**src/rtl/adsr_step_seq.sv**
```systemverilog
// Step sequencer feeding the adsr envelope: plays a STEPS-entry pattern, emitting trig/note per step.
// Optional odd-step swing delay is compiled in with SEQ_SWING_EN.
module adsr_step_seq #(
  parameter int STEPS  = 8,
  parameter int ADDR_W = 3
) (
  input  logic              clk,
  input  logic              rstn,
  input  logic              run,
  input  logic [15:0]       tempo_div,
  input  logic              cfg_we,
  input  logic [ADDR_W-1:0] cfg_addr,
  input  logic [15:0]       cfg_data,
  input  logic [5:0]        swing,
  output logic              trig,
  output logic [7:0]        note,
  output logic [ADDR_W-1:0] step_idx,
  output logic              step_pulse
);

`ifdef SEQ_SWING_EN
  typedef enum logic [1:0] {IDLE, DELAY, GATE, REST} state_t;
`else
  typedef enum logic [1:0] {IDLE, GATE, REST} state_t;
  logic unused_swing;
  assign unused_swing = ^swing;
`endif

  state_t            state, state_d;
  logic [15:0]       pat [STEPS];
  logic [15:0]       div, div_d;
  logic [6:0]        sub, sub_d, sub_nxt;
  logic [6:0]        cur_gate, cur_gate_d;
  logic              trig_d, pulse_d;
  logic [7:0]        note_d;
  logic [ADDR_W-1:0] idx_d, nxt_idx;
  logic [15:0]       entry;
  logic              tick, boundary, start, gate_on;

  assign tick     = (div >= tempo_div);
  assign sub_nxt  = sub + 7'd1;
  assign boundary = (state != IDLE) && tick && (sub == 7'd127);
  assign start    = (state == IDLE) && run;
  assign nxt_idx  = (state == IDLE || step_idx == ADDR_W'(STEPS - 1)) ? '0 : step_idx + 1'b1;
  // Read happens before any same-edge write lands, so a colliding write plays next lap.
  assign entry    = pat[nxt_idx];
  assign gate_on  = entry[15] && (entry[14:8] != 7'd0);

  always_ff @(posedge clk) begin
    if (!rstn) begin
      for (int i = 0; i < STEPS; i++) pat[i] <= '0;
    end else if (cfg_we && ({1'b0, cfg_addr} < (ADDR_W+1)'(STEPS))) begin
      pat[cfg_addr] <= cfg_data;
    end
  end

  always_ff @(posedge clk) begin
    if (!rstn) begin
      state      <= IDLE;
      trig       <= 1'b0;
      note       <= 8'd0;
      step_idx   <= '0;
      step_pulse <= 1'b0;
      div        <= 16'd0;
      sub        <= 7'd0;
      cur_gate   <= 7'd0;
    end else begin
      state      <= state_d;
      trig       <= trig_d;
      note       <= note_d;
      step_idx   <= idx_d;
      step_pulse <= pulse_d;
      div        <= div_d;
      sub        <= sub_d;
      cur_gate   <= cur_gate_d;
    end
  end

  always_comb begin
    state_d    = state;
    trig_d     = trig;
    note_d     = note;
    idx_d      = step_idx;
    pulse_d    = 1'b0;
    div_d      = div;
    sub_d      = sub;
    cur_gate_d = cur_gate;
    if (!run) begin
      state_d = IDLE;
      trig_d  = 1'b0;
      idx_d   = '0;
      div_d   = 16'd0;
      sub_d   = 7'd0;
    end else if (start || boundary) begin
      pulse_d    = 1'b1;
      idx_d      = nxt_idx;
      note_d     = entry[7:0];
      cur_gate_d = entry[14:8];
      div_d      = 16'd0;
      sub_d      = 7'd0;
      state_d    = gate_on ? GATE : REST;
`ifdef SEQ_SWING_EN
      if (gate_on && nxt_idx[0] && (swing != 6'd0)) state_d = DELAY;
`endif
      trig_d     = (state_d == GATE);
    end else if (state != IDLE) begin
      if (tick) begin
        div_d = 16'd0;
        sub_d = sub_nxt;
      end else begin
        div_d = div + 16'd1;
      end
      case (state)
        GATE: begin
          if (tick && sub_nxt == cur_gate) begin
            state_d = REST;
            trig_d  = 1'b0;
          end
        end
`ifdef SEQ_SWING_EN
        DELAY: begin
          // A swing at or past the gate end swallows the whole trig for this step.
          if (tick && sub_nxt == {1'b0, swing}) begin
            if ({1'b0, swing} < cur_gate) begin
              state_d = GATE;
              trig_d  = 1'b1;
            end else begin
              state_d = REST;
            end
          end
        end
`endif
        default: trig_d = 1'b0;
      endcase
    end
  end

endmodule

```
**config.mk**
```make
export PLATFORM = sky130hd
export DESIGN_NAME = adsr_step_seq
export DESIGN_NICKNAME = d
export VERILOG_FILES = /design/src/rtl/adsr_step_seq.sv
export SDC_FILE = /design/constraint.sdc
export NUM_CORES = 1
export LEC_CHECK = 0
export CAP_MARGIN = 20
export CELL_PAD_IN_SITES_DETAIL_PLACEMENT = 1
export CELL_PAD_IN_SITES_GLOBAL_PLACEMENT = 1
export CORE_MARGIN = 8
export CORE_UTILIZATION = 43
export DETAILED_ROUTE_END_ITERATION = 8
export PLACE_DENSITY = 0.81
export SLEW_MARGIN = 40
export SYNTH_ARGS = -nofsm -noshare
export SYNTH_HDL_FRONTEND = slang
export SYNTH_SLANG_ARGS = --single-unit
```
**constraint.sdc**
```tcl
create_clock -name clk -period 3.2 [get_ports clk]
set_clock_uncertainty 0.1 [all_clocks]
set_input_delay 0.48 -clock clk [delete_from_list [all_inputs] [get_ports clk]]
set_output_delay 0.48 -clock clk [all_outputs]
set_load 0.02 [all_outputs]
```
==> impl_metrics.csv <==
group,metric,value,unit
outcome,status,"completed",
yosys,synth_xor_area_frac,0.0309,
global_routing,antenna_found_initial,0,
floorplanning,dieArea,24500,sq um
finish,insertedDiodeCount,0,
timing,rsz0062_at_grt,"false",
yosys,synth_compound_area_frac,0.123,
place,placed_area,9460,sq um
pwr,vdd_drop_max,0.338,mV
clocking,cts_made_buffers,17,
pwr,fin_total_pwr,5.24,mW
job,maxCapViolCount,0,
finish,fin_area,10000,sq um
routing,drtIter0Drc,317,
routing,routedWlPerCell,21.7,microns
pwr,power.leakage,3.58,nW
clocking,cts.clk_slew.worst_paths,70,ps
setup_path,cpMostUsedCell,"ha_1",
yosys,synth_edf_count,128,
timing,setup_viol,0,
finish,drive_above_1_share,0.116,
yosys,yosys.area.top_type,"edfxtp_1",
global_routing,grt.busiest_layer,"met2",
timing,hold_viol_final,0,
yosys,synth.avg_cell_area,11.3,sq um
yosys,yosys_most_used_dff,"edfxtp_1",
floorplanning,pin_count,58,
clocking,cts_hold_buf,0,
clocking,cts.sinks,173,
place,numPlacedInstances,1066,
setup_path,crit_type,"flip-flop to flip-flop",
pwr,power_density,522,nW/um^2
global_routing,use_met1,0.244,
yosys,yosys-top-cells-area,"edfxtp_1 (45%), dfxtp_1 (11%), and2_1 (9.6%)",
setup_path,critPathCaptureType,"flip-flop",
yosys,synth_top_family_by_area,"simple AND/OR/NAND/NOR gates",
finish,multi_input_area,3500,sq um
global_routing,grt_max_degree,36,
routing,first_pass_iters,4,
finish,fin_util,0.516,
clocking,clock_latency,430,ps
routing,vias,6202,
worst_hold_path,hold_depth,1,
timing,drv_slew,0,
routing,drtAntennaViolNets,0,
yosys,muxShareOfSynthArea,0.0399,
global_routing,grt_pass1_wl,37900,microns
setup_path,cp_max_fo,12,
timing,clock.fmax,0.327,GHz
timing,worst_pin_slew,796,ps
routing,drcViolationCount,0,
yosys,synth_seq_cells,173,
timing,period_minus_slack,3060,ps
yosys,synth.yosys.seq_area_share,0.558,
floorplanning,start_util,0.437,
timing,slew_headroom,0.468,
timing,fin_crit_sh,0.956,
yosys,netlist_area,8500,sq um
floorplanning,num_rows,51,
global_routing,use_met2,0.354,
worst_hold_path,hp-class,"flip-flop to flip-flop",
timing,tns,0,ps
floorplanning,die_h,157,microns
finish,nets,885,
global_routing,gr-total-overflow,0,
setup_path,start_kind,"flip-flop",
yosys,synthCells,753,
floorplanning,core,19500,sq um
yosys,ys_warn_count,0,
yosys,synth_cell_type_count,62,
setup_path,ff2ff_path_depth,10,
setup_path,crit_slowest_cell,"o31ai_2",
finish,fin_cells,1098,
global_routing,track_usage,0.202,
global_routing,first_global_vias,6792,
global_routing,grt_use_met3,0.0386,
place,dp_hpwl,16300,microns
clocking,root_buffer,"clkbuf_16",
clocking,cts_tree,"built",
floorplanning,die_x,157,microns
yosys,synth_top_area_share,0.452,
finish,seqCellArea,4740,sq um
setup_path,max_stage_delay,400,ps
setup_path,worstPathRequired,3400,ps
yosys,synth-simple-area-share,0.186,
yosys,syn-num-nets,818,
routing,routed_wl,23800,microns
place,gp_congestion,0.820,
routing,viasPerCell,5.65,
yosys,yosys.area_share.adder,0.0294,
place,port_buffers,51,
yosys,ys_async_sr_fraction,0,
clocking,htree_levels,4,
setup_path,crit_path_cell_trace,"ha_1, ha_1, o21bai_2, nor2_4, buf_4, nand2_1, a31oi_1, o211ai_1, o31ai_2, o32ai_1",
clocking,clock_path_buffers,2,
finish,area_growth,18.2,%
setup_path,crit_arrival,3260,ps
finish,fillers,2075,
-- per-stage QoR --
stage          hold slack (ps)  setup slack (ps)
3_5_place_dp               370             -88.9
5_1_grt                    432              49.7
2_1_floorplan              330               380
6_report                   386               140
3_3_place_gp               349             -29.6
4_1_cts                    387               146
-- report_power, final --
group / internal [mW] / leakage [nW] / total, mW / switching [mW]
clock: 1.17 / 0.285 / 2.09 / 0.924
combinational: 0.225 / 1.70 / 0.561 / 0.335
sequential: 2.54 / 1.59 / 2.59 / 0.0558
total: 3.93 / 3.58 / 5.24 / 1.32
-- metal layers --
layer,share of wire,up-vias
li1,-,2851
met5,0,-
met2,0.51,170
met1,0.42,3138
met4,0.020,0
met3,0.047,43
-- cell usage in the layout, fill, tap and decap left out, types with 22 or more instances in the layout --
master | synthesis | final
buf_4 | 0 | 32
clkdlybuf4s50_1 | 0 | 51
mux2i_1 | 26 | 26
dfxtp_1 | 45 | 45
nand3_1 | 22 | 22
nand2_1 | 42 | 42
inv_1 | 25 | 25
edfxtp_1 | 128 | 128
a21oi_1 | 40 | 40
and2_1 | 130 | 130
nor2_1 | 41 | 37
-- final timing paths --
path	start	end	slack (ps)
max	step_idx[1]	state[0]	140
min	div[0]	div[0]	390
max reg2reg	step_idx[1]	state[0]	140
min reg2reg	div[0]	div[0]	390
-- critical path, delay by kind of cell, from the launching register on --
family                   cells  cell delay [ps]
adder cells (fa/ha/maj)      2              400
buffers and inverters        1              320
AO/OA/AOI/OAI                5             1320
flip-flops                   1              350
AND/OR/NAND/NOR              2              420
-- repair_timing --
action / CTS / global route
buffers inserted: 0 / 0
resized for setup: 1 / 0
endpoints found under the setup margin: 1 / 0
-- flip-flops by register name (all words and copies together) (netlist names) --
signal and count:
trig 1, step_idx 3, div 16, step_pulse 1
pat 128, state 2, sub 7, cur_gate 7
note 8
-- final cells by class --
class	instances	area share
clock buffer	19	0.0431
clock inverter	13	0.0151
inverter	26	0.00971
multi-input combinational	517	0.348
sequential	173	0.472
tap	265	0.0330
timing repair buffer	85	0.0787
-- cell usage after synthesis, types with 18 or more instances --
master      n
clkbuf_1   23
nor2_1     41
nand3_1    22
a21oi_1    40
xor2_1     18
mux2i_1    26
a211oi_1   18
ha_1       20
inv_1      25
edfxtp_1  128
and2_1    130
dfxtp_1    45
o21ai_0    25
nand2_1    42
-- logic make-up (layout without fill, tap and decap cells) --
group | Yosys count | in the layout
AOI/OAI and AO/OA | 146 | 146
xor gates and xnor gates | 30 | 30
adders and majority gates | 20 | 20
buffers and inverters | 63 | 143
DFF | 173 | 173
muxes | 31 | 31
and+or+nand+nor | 290 | 290
(Power assumes the default switching activity.)
